## config.mk

```make
export PLATFORM = sky130hd
export DESIGN_NAME = vx_tcu_tfr_max_exp_acc_flat
export DESIGN_NICKNAME = d
export VERILOG_FILES = /design/src/rtl/vx_tcu_tfr_max_exp_acc_pkg.sv /design/src/rtl/vx_tcu_tfr_max_exp_acc_if.sv /design/src/rtl/vx_tcu_tfr_max_exp_acc_lane_argmax.sv /design/src/rtl/vx_tcu_tfr_max_exp_acc.sv /design/src/flat_wrapper.sv
export SDC_FILE = /design/constraint.sdc
export NUM_CORES = 1
export LEC_CHECK = 0
export ABC_AREA = 1
export CAP_MARGIN = 20
export CORE_MARGIN = 10
export CORE_UTILIZATION = 50
export DETAILED_ROUTE_END_ITERATION = 8
export GPL_TIMING_DRIVEN = 0
export PLACE_DENSITY_LB_ADDON = 0.1
export SYNTH_ARGS = -nofsm -noshare
export SYNTH_HDL_FRONTEND = slang
export SYNTH_SLANG_ARGS = --single-unit
export TNS_END_PERCENT = 5
```

## constraint.sdc

```tcl
create_clock -name clk -period 2.85 [get_ports clk]
set_clock_uncertainty 0.1 [all_clocks]
set_input_delay 0.57 -clock clk [delete_from_list [all_inputs] [get_ports clk]]
set_output_delay 0.57 -clock clk [all_outputs]
set_load 0.02 [all_outputs]
```

## src/rtl/vx_tcu_tfr_max_exp_acc_pkg.sv

```systemverilog
// Shared helpers for the TCU transform max-exponent accumulator.
package vx_tcu_tfr_max_exp_acc_pkg;

    // Callers extend exponents to 64 bits (sign- or zero-) before comparing.
    function automatic logic tcu_exp_gt(input logic [63:0] a, input logic [63:0] b,
                                        input logic signed_mode);
        return signed_mode ? ($signed(a) > $signed(b)) : (a > b);
    endfunction

    function automatic int tcu_maxexp_idxw(input int n, input int beatw);
        return beatw + $clog2(n);
    endfunction

endpackage

```

## src/rtl/vx_tcu_tfr_max_exp_acc_if.sv

```systemverilog
// Beat-in / group-result-out bundle for the max-exponent accumulator.
interface vx_tcu_tfr_max_exp_acc_if
    import vx_tcu_tfr_max_exp_acc_pkg::*;
#(
    parameter int N     = 8,
    parameter int WIDTH = 8,
    parameter int BEATW = 4
) ();
    localparam int IW = tcu_maxexp_idxw(N, BEATW);

    logic                 valid_in;
    logic                 ready_in;
    logic [N*WIDTH-1:0]   exponents;
    logic [N-1:0]         lane_mask;
    logic                 last_in;
    logic                 valid_out;
    logic                 ready_out;
    logic [WIDTH-1:0]     max_exp;
    logic [IW-1:0]        max_idx;
    logic                 none_valid;
    logic [BEATW-1:0]     beat_cnt;
    logic                 overflow;

    modport master (
        output valid_in, exponents, lane_mask, last_in, ready_out,
        input  ready_in, valid_out, max_exp, max_idx, none_valid, beat_cnt, overflow
    );

    modport slave (
        input  valid_in, exponents, lane_mask, last_in, ready_out,
        output ready_in, valid_out, max_exp, max_idx, none_valid, beat_cnt, overflow
    );
endinterface

```

## src/rtl/vx_tcu_tfr_max_exp_acc_lane_argmax.sv

```systemverilog
// Combinational masked arg-max over N lanes; ties go to the lowest lane.
module vx_tcu_tfr_max_exp_acc_lane_argmax
    import vx_tcu_tfr_max_exp_acc_pkg::*;
#(
    parameter int N      = 8,
    parameter int WIDTH  = 8,
    parameter int SIGNED = 0
) (
    input  logic [N*WIDTH-1:0]     exps,
    input  logic [N-1:0]           mask,
    output logic [WIDTH-1:0]       max_exp,
    output logic [$clog2(N)-1:0]   max_lane,
    output logic                   any_lane
);
    localparam int IDXW = $clog2(N);

    function automatic logic [63:0] ext(input logic [WIDTH-1:0] x);
        return (SIGNED != 0) ? 64'($signed(x)) : 64'(x);
    endfunction

    logic [N-1:0] win;

    // Lane i wins if it strictly beats every unmasked lower lane and is not
    // beaten by any unmasked higher lane, which makes win one-hot.
    for (genvar i = 0; i < N; i++) begin : g_row
        logic [N-1:0] beats;
        for (genvar j = 0; j < N; j++) begin : g_col
            if (j < i) begin : g_lo
                assign beats[j] = ~mask[j] | tcu_exp_gt(ext(exps[i*WIDTH +: WIDTH]),
                                                        ext(exps[j*WIDTH +: WIDTH]), SIGNED != 0);
            end else if (j > i) begin : g_hi
                assign beats[j] = ~mask[j] | ~tcu_exp_gt(ext(exps[j*WIDTH +: WIDTH]),
                                                         ext(exps[i*WIDTH +: WIDTH]), SIGNED != 0);
            end else begin : g_self
                assign beats[j] = 1'b1;
            end
        end
        assign win[i] = mask[i] & (&beats);
    end

    always_comb begin
        max_exp  = '0;
        max_lane = '0;
        for (int i = 0; i < N; i++) begin
            if (win[i]) begin
                max_exp  = max_exp | exps[i*WIDTH +: WIDTH];
                max_lane = max_lane | IDXW'(i);
            end
        end
    end

    assign any_lane = |mask;
endmodule

```

## src/rtl/vx_tcu_tfr_max_exp_acc.sv

```systemverilog
// Two-stage masked arg-max exponent accumulator over multi-beat groups.
module vx_tcu_tfr_max_exp_acc
    import vx_tcu_tfr_max_exp_acc_pkg::*;
#(
    parameter int N      = 8,
    parameter int WIDTH  = 8,
    parameter int SIGNED = 0,
    parameter int BEATW  = 4
) (
    input  logic clk,
    input  logic reset,
    vx_tcu_tfr_max_exp_acc_if.slave io
);
    localparam int IDXW = $clog2(N);
    localparam int IW   = tcu_maxexp_idxw(N, BEATW);
    localparam logic [BEATW-1:0] CNT_MAX = '1;

    function automatic logic [63:0] ext(input logic [WIDTH-1:0] x);
        return (SIGNED != 0) ? 64'($signed(x)) : 64'(x);
    endfunction

    logic              en;
    logic [WIDTH-1:0]  lane_exp;
    logic [IDXW-1:0]   lane_sel;
    logic              lane_any;

    logic              s1_valid, s1_any, s1_last;
    logic [WIDTH-1:0]  s1_exp;
    logic [IDXW-1:0]   s1_lane;

    logic              acc_active, acc_any, acc_ovf;
    logic [WIDTH-1:0]  acc_exp;
    logic [IW-1:0]     acc_idx;
    logic [BEATW-1:0]  acc_cnt;

    logic              any_nxt, ovf_nxt;
    logic [WIDTH-1:0]  exp_nxt;
    logic [IW-1:0]     idx_nxt;
    logic [BEATW-1:0]  cnt_nxt;

    // A pending, unaccepted result freezes the whole pipe.
    assign en          = ~io.valid_out | io.ready_out;
    assign io.ready_in = en;

    vx_tcu_tfr_max_exp_acc_lane_argmax #(
        .N(N), .WIDTH(WIDTH), .SIGNED(SIGNED)
    ) u_argmax (
        .exps(io.exponents), .mask(io.lane_mask),
        .max_exp(lane_exp), .max_lane(lane_sel), .any_lane(lane_any)
    );

    always_ff @(posedge clk or posedge reset) begin
        if (reset) begin
            s1_valid <= 1'b0;
            s1_exp   <= '0;
            s1_lane  <= '0;
            s1_any   <= 1'b0;
            s1_last  <= 1'b0;
        end else if (en) begin
            s1_valid <= io.valid_in;
            s1_exp   <= lane_exp;
            s1_lane  <= lane_sel;
            s1_any   <= lane_any;
            s1_last  <= io.last_in;
        end
    end

    always_comb begin
        cnt_nxt = '0;
        ovf_nxt = 1'b0;
        exp_nxt = s1_exp;
        idx_nxt = {{BEATW{1'b0}}, s1_lane};
        any_nxt = s1_any;
        if (acc_active) begin
            cnt_nxt = (acc_cnt == CNT_MAX) ? acc_cnt : acc_cnt + BEATW'(1);
            ovf_nxt = acc_ovf | (acc_cnt == CNT_MAX);
            exp_nxt = acc_exp;
            idx_nxt = acc_idx;
            any_nxt = acc_any;
            // Strict compare: a tie keeps the earlier beat.
            if (s1_any && (!acc_any || tcu_exp_gt(ext(s1_exp), ext(acc_exp), SIGNED != 0))) begin
                exp_nxt = s1_exp;
                idx_nxt = {cnt_nxt, s1_lane};
                any_nxt = 1'b1;
            end
        end
    end

    always_ff @(posedge clk or posedge reset) begin
        if (reset) begin
            acc_active    <= 1'b0;
            acc_any       <= 1'b0;
            acc_ovf       <= 1'b0;
            acc_exp       <= '0;
            acc_idx       <= '0;
            acc_cnt       <= '0;
            io.valid_out  <= 1'b0;
            io.max_exp    <= '0;
            io.max_idx    <= '0;
            io.none_valid <= 1'b0;
            io.beat_cnt   <= '0;
            io.overflow   <= 1'b0;
        end else if (en) begin
            io.valid_out <= s1_valid & s1_last;
            if (s1_valid) begin
                acc_active <= ~s1_last;
                acc_any    <= any_nxt;
                acc_ovf    <= ovf_nxt;
                acc_exp    <= exp_nxt;
                acc_idx    <= idx_nxt;
                acc_cnt    <= cnt_nxt;
                if (s1_last) begin
                    io.max_exp    <= exp_nxt;
                    io.max_idx    <= idx_nxt;
                    io.none_valid <= ~any_nxt;
                    io.beat_cnt   <= cnt_nxt;
                    io.overflow   <= ovf_nxt;
                end
            end
        end
    end
endmodule

```

## src/flat_wrapper.sv

```systemverilog
// flat-port wrapper written by rule: the top's interface ports become plain ports
module vx_tcu_tfr_max_exp_acc_flat import vx_tcu_tfr_max_exp_acc_pkg::*;
#(
    parameter int N      = 8,
    parameter int WIDTH  = 8,
    parameter int SIGNED = 0,
    parameter int BEATW  = 4
)
  (clk, reset, io_valid_in, io_exponents, io_lane_mask, io_last_in, io_ready_out, io_ready_in, io_valid_out, io_max_exp, io_max_idx, io_none_valid, io_beat_cnt, io_overflow);
  vx_tcu_tfr_max_exp_acc_if #(.N(N), .WIDTH(WIDTH), .BEATW(BEATW)) io_i ();
  input  logic clk;
  input  logic reset;
  input wire logic [$bits(io_i.valid_in)-1:0] io_valid_in;
  input wire logic [$bits(io_i.exponents)-1:0] io_exponents;
  input wire logic [$bits(io_i.lane_mask)-1:0] io_lane_mask;
  input wire logic [$bits(io_i.last_in)-1:0] io_last_in;
  input wire logic [$bits(io_i.ready_out)-1:0] io_ready_out;
  output wire logic [$bits(io_i.ready_in)-1:0] io_ready_in;
  output wire logic [$bits(io_i.valid_out)-1:0] io_valid_out;
  output wire logic [$bits(io_i.max_exp)-1:0] io_max_exp;
  output wire logic [$bits(io_i.max_idx)-1:0] io_max_idx;
  output wire logic [$bits(io_i.none_valid)-1:0] io_none_valid;
  output wire logic [$bits(io_i.beat_cnt)-1:0] io_beat_cnt;
  output wire logic [$bits(io_i.overflow)-1:0] io_overflow;
  assign io_i.valid_in = io_valid_in;
  assign io_i.exponents = io_exponents;
  assign io_i.lane_mask = io_lane_mask;
  assign io_i.last_in = io_last_in;
  assign io_i.ready_out = io_ready_out;
  assign io_ready_in = io_i.ready_in;
  assign io_valid_out = io_i.valid_out;
  assign io_max_exp = io_i.max_exp;
  assign io_max_idx = io_i.max_idx;
  assign io_none_valid = io_i.none_valid;
  assign io_beat_cnt = io_i.beat_cnt;
  assign io_overflow = io_i.overflow;
  vx_tcu_tfr_max_exp_acc #(.N(N), .WIDTH(WIDTH), .SIGNED(SIGNED), .BEATW(BEATW)) u_core (.clk(clk), .reset(reset), .io(io_i));
endmodule
```

==> results of run 1 <==
[cell usage after synthesis (10+ instances only)]
cell / number / area (sq um)
inv_1: 158 / 593.1
nor2_1: 76 / 285.3
nand2_4: 11 / 123.9
a21o_1: 17 / 127.6
o21ai_0: 16 / 80.08
o21ai_1: 11 / 55.05
o21ai_2: 10 / 87.58
nand4_1: 29 / 181.4
o21a_1: 13 / 97.59
a21oi_1: 78 / 390.4
inv_2: 27 / 101.4
ha_1: 233 / 2915
nor2_4: 16 / 180.2
nand2_1: 463 / 1738
dfrtp_1: 58 / 1451
nand3_1: 128 / 640.6
[worst register-to-register path: stages, from the launching register on]
cell and delay (ns):
dfrtp_1 0.39, ha_1 0.30, nand2_1 0.07, nor2_1 0.15, nand3_1 0.08, nor2_1 0.10, o21ai_1 0.09, nand2_2 0.17
buf_4 0.22, nand3_1 0.13, nand3_2 0.12, o21ai_2 0.05
[sequential cells by signal, summed over array words and instances, names as in the netlist, 3 cells and up]
register            cells
u_core.io.max_idx       7
u_core.acc_cnt          4
u_core.acc_exp          8
u_core.s1_exp           8
u_core.acc_idx          7
u_core.s1_lane          3
u_core.io.beat_cnt      4
u_core.io.max_exp       8
[power by group]
group	leakage (nW)	internal (mW)	total (mW)	switching, mW
clock	0.128	0.619	0.955	0.337
combinational	5.69	1.13	2.99	1.86
sequential	0.740	1.11	1.25	0.142
total	6.56	2.85	5.19	2.34
[what timing repair did]
action / CTS / global route
pin swaps: 1 / 1
endpoints found under the setup margin: 12 / 11
gates cloned: 0 / 1
resized for setup: 15 / 71
setup buffers: 0 / 9
hold buffers: 0 / 0
[cell families (layout without fill, tap and decap cells)]
logic type	Yosys count	count (layout)
buffers and inverters	206	320
AND/OR/NAND/NOR	744	745
AO/OA/AOI/OAI	152	152
flip-flops	58	58
adder cells (fa/ha/maj)	233	233
[per-stage QoR]
stage	instances	utilization [%]	area (sq um)	setup TNS [ns]
final	1742	59.77	11110	0
after global routing	1742	59.77	11110	-0.01138
after CTS	1732	58.39	10850	-0.01836
after detailed placement	1719	57.05	10600	-4.798
after global placement	1718	56.94	10580	-24.46
after floorplan	1393	-	9376	0
[per-layer routing]
layer / vias up / wire (um) / track usage (%)
met5: - / 0 / 0
met4: 0 / 1463 / 10.43
met3: 80 / 1879 / 2.183
met2: 333 / 15410 / 45.97
met1: 4239 / 12630 / 29.36
li1: 4828 / - / -
[worst max-delay path by stage]
stage	startpoint	depth (start not counted)	to
final	io_exponents[57]	16	u_core.s1_lane[2]
after global routing	io_exponents[40]	20	u_core.s1_exp[7]
after CTS	io_exponents[5]	16	u_core.s1_exp[3]
after detailed placement	io_exponents[57]	16	u_core.s1_lane[2]
after global placement	io_exponents[57]	16	u_core.s1_lane[2]
after floorplan	io_exponents[7]	15	u_core.s1_exp[0]
[area by class of cell]
class / count / area share (%)
well taps: 234 / 2.636
clock buffers: 13 / 2.343
repair buffers: 101 / 10.03
multi-input cells: 1130 / 64.38
plain buffers: 21 / 0.9914
inverters: 185 / 6.557
flip-flops and latches: 58 / 13.07
==> results.md, run 1 <==
- Yosys cell types: 29
- WS Path Type: in -> reg
- Most common cell after layout, fill and taps aside: nand2_1
- Largest family of logic cells by synthesized area: simple AND/OR/NAND/NOR gates
- Multi-input logic area: around 0.0071 sq mm
- Syn Std Cell Area: between 0.009 and 0.01 sq mm
- Pin slew with the least headroom to its limit: ~0.73 ns
- First-pass DRT Iterations: 6
- PnR worst setup slack: between 0.09 and 0.1 ns
- H-tree lvl count: 3
- Net count of the mapped netlist: 1703
- Syn Inst Count: between 1000 and 1500
- Status: complete, no violations
- Post-Synth XOR/XNOR Area: 0%
- Hold wc startpoint: u_core.io.none_valid
- Post-route minimum period: about 2.8 ns
- # DRC: 0
- Reg2Reg Capture Point: u_core.acc_exp[2]
- Final GP Congestion: about 0.95
- Synth Flop Type: dfrtp_1
- Worst-path fanout max: 8
- WHS: roughly 0.37 ns
- Cells along the critical path: dlygate4sd2_1 -> ha_1 -> inv_1 -> o21bai_1 -> nand2_1 -> nand2_1 -> nand2_1 -> nand2_1 -> nand2_1 -> nand2_1 -> nand2_2 -> nor2_4 -> nand2_1 -> nand2_1 -> o21ai_1 -> o21ai_1
- Reg-to-Reg Start: u_core.s1_exp[7]
- CTS clock-pin slew for the worst setup and hold paths: about 0.050 ns
- Final Slew Violations: 0
- Final wirelength: around 31000 um
- Fin nets: ~1800
- Core ar.: between 0.015 and 0.02 sq mm
- Initial Util: 50.46%
- Post-Synth Simple-Gate Area: 35.33%
- First-pass GRT wire length: ~48000 um
- P_leak: 6.561 nW
- Synth Area in Compound Gates: around a tenth
- Die width: 156.9 um
- Buf/Inv on CP: 2
- Top Family by Delay on Critical Path: simple AND/OR/NAND/NOR gates
- Fmax: 363.2 MHz
- CTS Buffer Depth: 2
- DP Wirelength: around 24000 um
- CTS tree: yes
- Ys Warns: 0
- Share of layout cells above drive strength 1: 9.284%
- Per-cell routed wire length: 18.01 um
- TritonCTS buffer count: 9
- Adder-Cell Fraction of Synth Area: between 30% and 40%
- EDFF count, synth: 0
- Die H: 156.9 um
- Gr usage total: around a quarter
- Slew headroom: roughly 51%
- Multiplexer area fraction after synthesis: 0%
- Syn_area_per_cell: roughly 6.7 sq um
- Crit end category: register
- Max IR drop VDD: 0.2831 mV
- # port buffers: 91
- Crit path launch type: primary input
- Via count: approximately 9500
- Cell seen most often among critical-path stages: nand2_1
- Most frequent cells in the layout: 463 x nand2_1, 232 x ha_1, 140 x inv_1, 128 x nand3_1, 78 x a21oi_1
- RSZ-0062 raised after global routing: yes
- Post-synthesis sequential area ratio: approximately 15%
- Hold Path Class: reg -> reg
- Antenna-violating nets left: 0
- DR iter-0 viols: about 600
- Max Cap Viol: 0
- Setup Viol. Count Final: 0
- Final Hold Viols: 0
- Antenna Cells: 0
- Clock sink count: between 50 and 60
- #FFs+latches synth: 58
- Register Area: 0.001451 sq mm
- Total power: just over 5 mW
- CP max-delay cell: dlygate4sd2_1
- Post-synth ARST share: 100.0%
- Largest net degree at the start of global routing: 43
- CP arrival: 2.85 ns
- Worst EP required: approximately 3 ns
- Clk_lat worst skew: around 0.33 ns
- Area growth, synth to finish: 18.44%
- R2R setup slack: between 0.7 and 0.8 ns
- Fin crit share: a little over nine tenths
- R2R cell count: 11
- Gr ovfl total: 0
- Vias in the first global route: slightly below 9000
- I/O Pins: 100
- Die Area: between 0.02 and 0.025 sq mm
- CP peak stage delay: 0.68 ns
- Rows: 50
- Root Buffer: clkbuf_16
- Via/cell ratio: about 5.4
- Worst Hold Path EP: u_core.io.none_valid
- Power density cells: roughly 470 mW/mm^2
- Place WS: -0.4603 ns
- Fill count: 1822
- Initial antenna violation count: 0
- Hold depth: 2
Note: power is estimated with default switching activity, not from simulation.
==> inputs of run 2 (changes only) <==
--- a/config.mk
+++ b/config.mk
@@ -9,6 +9,7 @@
 export CAP_MARGIN = 20
 export CORE_MARGIN = 10
 export CORE_UTILIZATION = 50
+export CTS_BUF_LIST = sky130_fd_sc_hd__clkbuf_4 sky130_fd_sc_hd__clkbuf_8
 export DETAILED_ROUTE_END_ITERATION = 8
 export GPL_TIMING_DRIVEN = 0
 export PLACE_DENSITY_LB_ADDON = 0.1
==> results.md, run 2 (synthesis results as in run 1) <==
- I/O Pins: 100 (unchanged)
- Crit end category: register
- # DRC: 0 (unchanged)
- Setup_tns: 0 ns (unchanged)
- Routed met2 length: 15230 um (-1.2%)
- DR iter-0 viols: 572 (-5.0%)
- Final core utilization: 59.30% (-0.47 points)
- H-tree lvl count: 3 (unchanged)
- Initial Util: 50.46% (unchanged)
- Vias in the first global route: 8918 (-0.067%)
- Final std cells w/o fill: 1742 (unchanged)
- Post-route minimum period: 2.746 ns (-0.006873 ns)
- Cell count after placement: 1719 (unchanged)
- Fmax: 364.1 MHz (+0.25%)
- Worst EP required: 2.96 ns (about the same)
- Rows: 50 (unchanged)
- Fill count: 1834 (+0.66%)
- Crit path launch type: primary input
- Most common cell after layout, fill and taps aside: nand2_1
- Final Hold Viols: 0 (unchanged)
- WS Path Type: in -> reg
- Root Buffer: clkbuf_8
- Hold depth: 2 (unchanged)
- TritonCTS buffer count: 9 (unchanged)
- Total power: 4.900 mW (-5.7%)
- Slew headroom: 52.18% (+1.1 points)
- Fin nets: 1816 (unchanged)
- Largest registers: u_core.acc_exp x8, u_core.io.max_exp x8, u_core.s1_exp x8
- Pin slew with the least headroom to its limit: 0.7173 ns (-0.01641 ns)
- Cells along the critical path: dlygate4sd2_1 -> ha_1 -> inv_1 -> o21bai_1 -> nand2_1 -> nand2_1 -> nand2_1 -> nand2_1 -> nand2_1 -> nand2_1 -> nand2_2 -> nor2_4 -> nand2_1 -> nand2_1 -> o21ai_1 -> o21ai_1
- Per-cell routed wire length: 17.98 um (-0.17%)
- Hold Path Class: reg -> reg
- Core ar.: 0.01858 sq mm (unchanged)
- Share of layout cells above drive strength 1: 9.350% (+0.066 points)
- First-pass DRT Iterations: 6 (unchanged)
- CTS tree: yes
- Antenna-violating nets left: 0 (unchanged)
- Via count: 9519 (+0.41%)
- Cell seen most often among critical-path stages: nand2_1
- CTS Buffer Depth: 2 (unchanged)
- Gr ovfl total: 0 (unchanged)
- Antenna Cells: 0 (unchanged)
- Die Area: 0.02463 sq mm (unchanged)
- CP arrival: 2.86 ns (about the same)
- Power density cells: 444.7 mW/mm^2 (-4.9%)
- WL met3: 1891 um (+0.64%)
- Largest net degree at the start of global routing: 43 (unchanged)
- Via/cell ratio: 5.464 (+0.41%)
- RSZ-0062 raised after global routing: yes
- Clk_lat worst skew: 0.34 ns (about the same)
- Max Used Layer: met4
- CP max-delay cell: dlygate4sd2_1
- Clock sink count: 58 (unchanged)
- P_leak: 6.531 nW (-0.45%)
- Status: complete, no violations
- Final Slew Violations: 0 (unchanged)
- CTS clock-pin slew for the worst setup and hold paths: 0.06 ns (about the same)
- Area growth, synth to finish: 17.51%
- R2R cell count: 12 (+1)
- DP Wirelength: 24030 um (unchanged)
- Final GP Congestion: 0.9469 (unchanged)
- Max Cap Viol: 0 (unchanged)
- Max IR drop VDD: 0.2328 mV (-18%)
- Worst-path fanout max: 8 (unchanged)
- Gr usage total: 25.09% (-0.045 points)
- CP peak stage delay: 0.67 ns (about the same)
- First-pass GRT wire length: 48010 um (about the same)
- Die width: 156.9 um (unchanged)
- Initial antenna violation count: 0 (unchanged)
- Fin crit share: 96.36% (-0.24 points)
- # port buffers: 91 (unchanged)
- Most frequent cells in the layout: 463 x nand2_1, 232 x ha_1, 140 x inv_1, 128 x nand3_1, 78 x a21oi_1
- Die H: 156.9 um (unchanged)
- M1 WL: 12580 um (-0.34%)
- Final wirelength: 31330 um (-0.17%)
- Setup Viol. Count Final: 0 (unchanged)
==> run 2: layout make-up <==
class | instances | area, sq um | share of cell area (%)
inverters | 185 | 728.2 | 6.609
clock buffers | 13 | 166.4 | 1.510
plain buffers | 21 | 110.1 | 0.9993
multi-input cells | 1130 | 7149 | 64.89
well taps | 234 | 292.8 | 2.657
flip-flops and latches | 58 | 1451 | 13.17
repair buffers | 101 | 1120 | 10.16
==> run 2: worst paths after layout <==
check | from | endpoint | slack, ns
worst max-delay path | io_exponents[57] | u_core.s1_lane[2] | 0.10
worst min-delay path | u_core.io.none_valid | u_core.io.none_valid | 0.37
worst max register to register | u_core.acc_exp[7] | u_core.acc_exp[2] | 0.72
worst min register to register | u_core.io.none_valid | u_core.io.none_valid | 0.37
max in group asynchronous | reset | u_core.io.valid_out | 1.67
min in group asynchronous | reset | u_core.io.max_idx[3] | 0.43
==> run 2: through the flow <==
stage	setup slack [ns]	hold slack [ns]	instance area (sq um)
CTS	0.001697	0.3739	10760
detailed placement	-0.4603	0.3587	10600
finish	0.1039	0.3681	11020
global placement	-0.4382	0.3549	10580
global route	-0.008346	0.3937	11020
floorplan	0.7345	0.3488	9376
==> run 2: report_power, final <==
group / total [mW] / switching, mW / internal, mW
logic: 2.99 / 1.87 / 1.13
registers: 1.25 / 0.142 / 1.11
clock network: 0.658 / 0.291 / 0.368
total: 4.90 / 2.30 / 2.60
==> run 2: worst max-delay path, delay by kind of cell <==
family	cells	cell delay, ns
AND/OR/NAND/NOR	10	0.86
AO/OA/AOI/OAI	3	0.33
buffers and inverters	2	0.73
adder cells (fa/ha/maj)	1	0.37
==> run 2: layer usage <==
metal / track usage (%) / up-vias
met5: 0 / -
met4: 10.29 / 0
met2: 45.88 / 336
met3: 2.102 / 94
met1: 29.40 / 4263
li1: - / 4826
==> run 2: what timing repair did <==
action | 4_1_cts | 5_1_grt
hold buffers | 0 | 0
pin swaps | 1 | 2
gates resized for setup | 13 | 70
gates cloned | 0 | 1
endpoints found under the setup margin | 12 | 11
setup buffers | 0 | 9
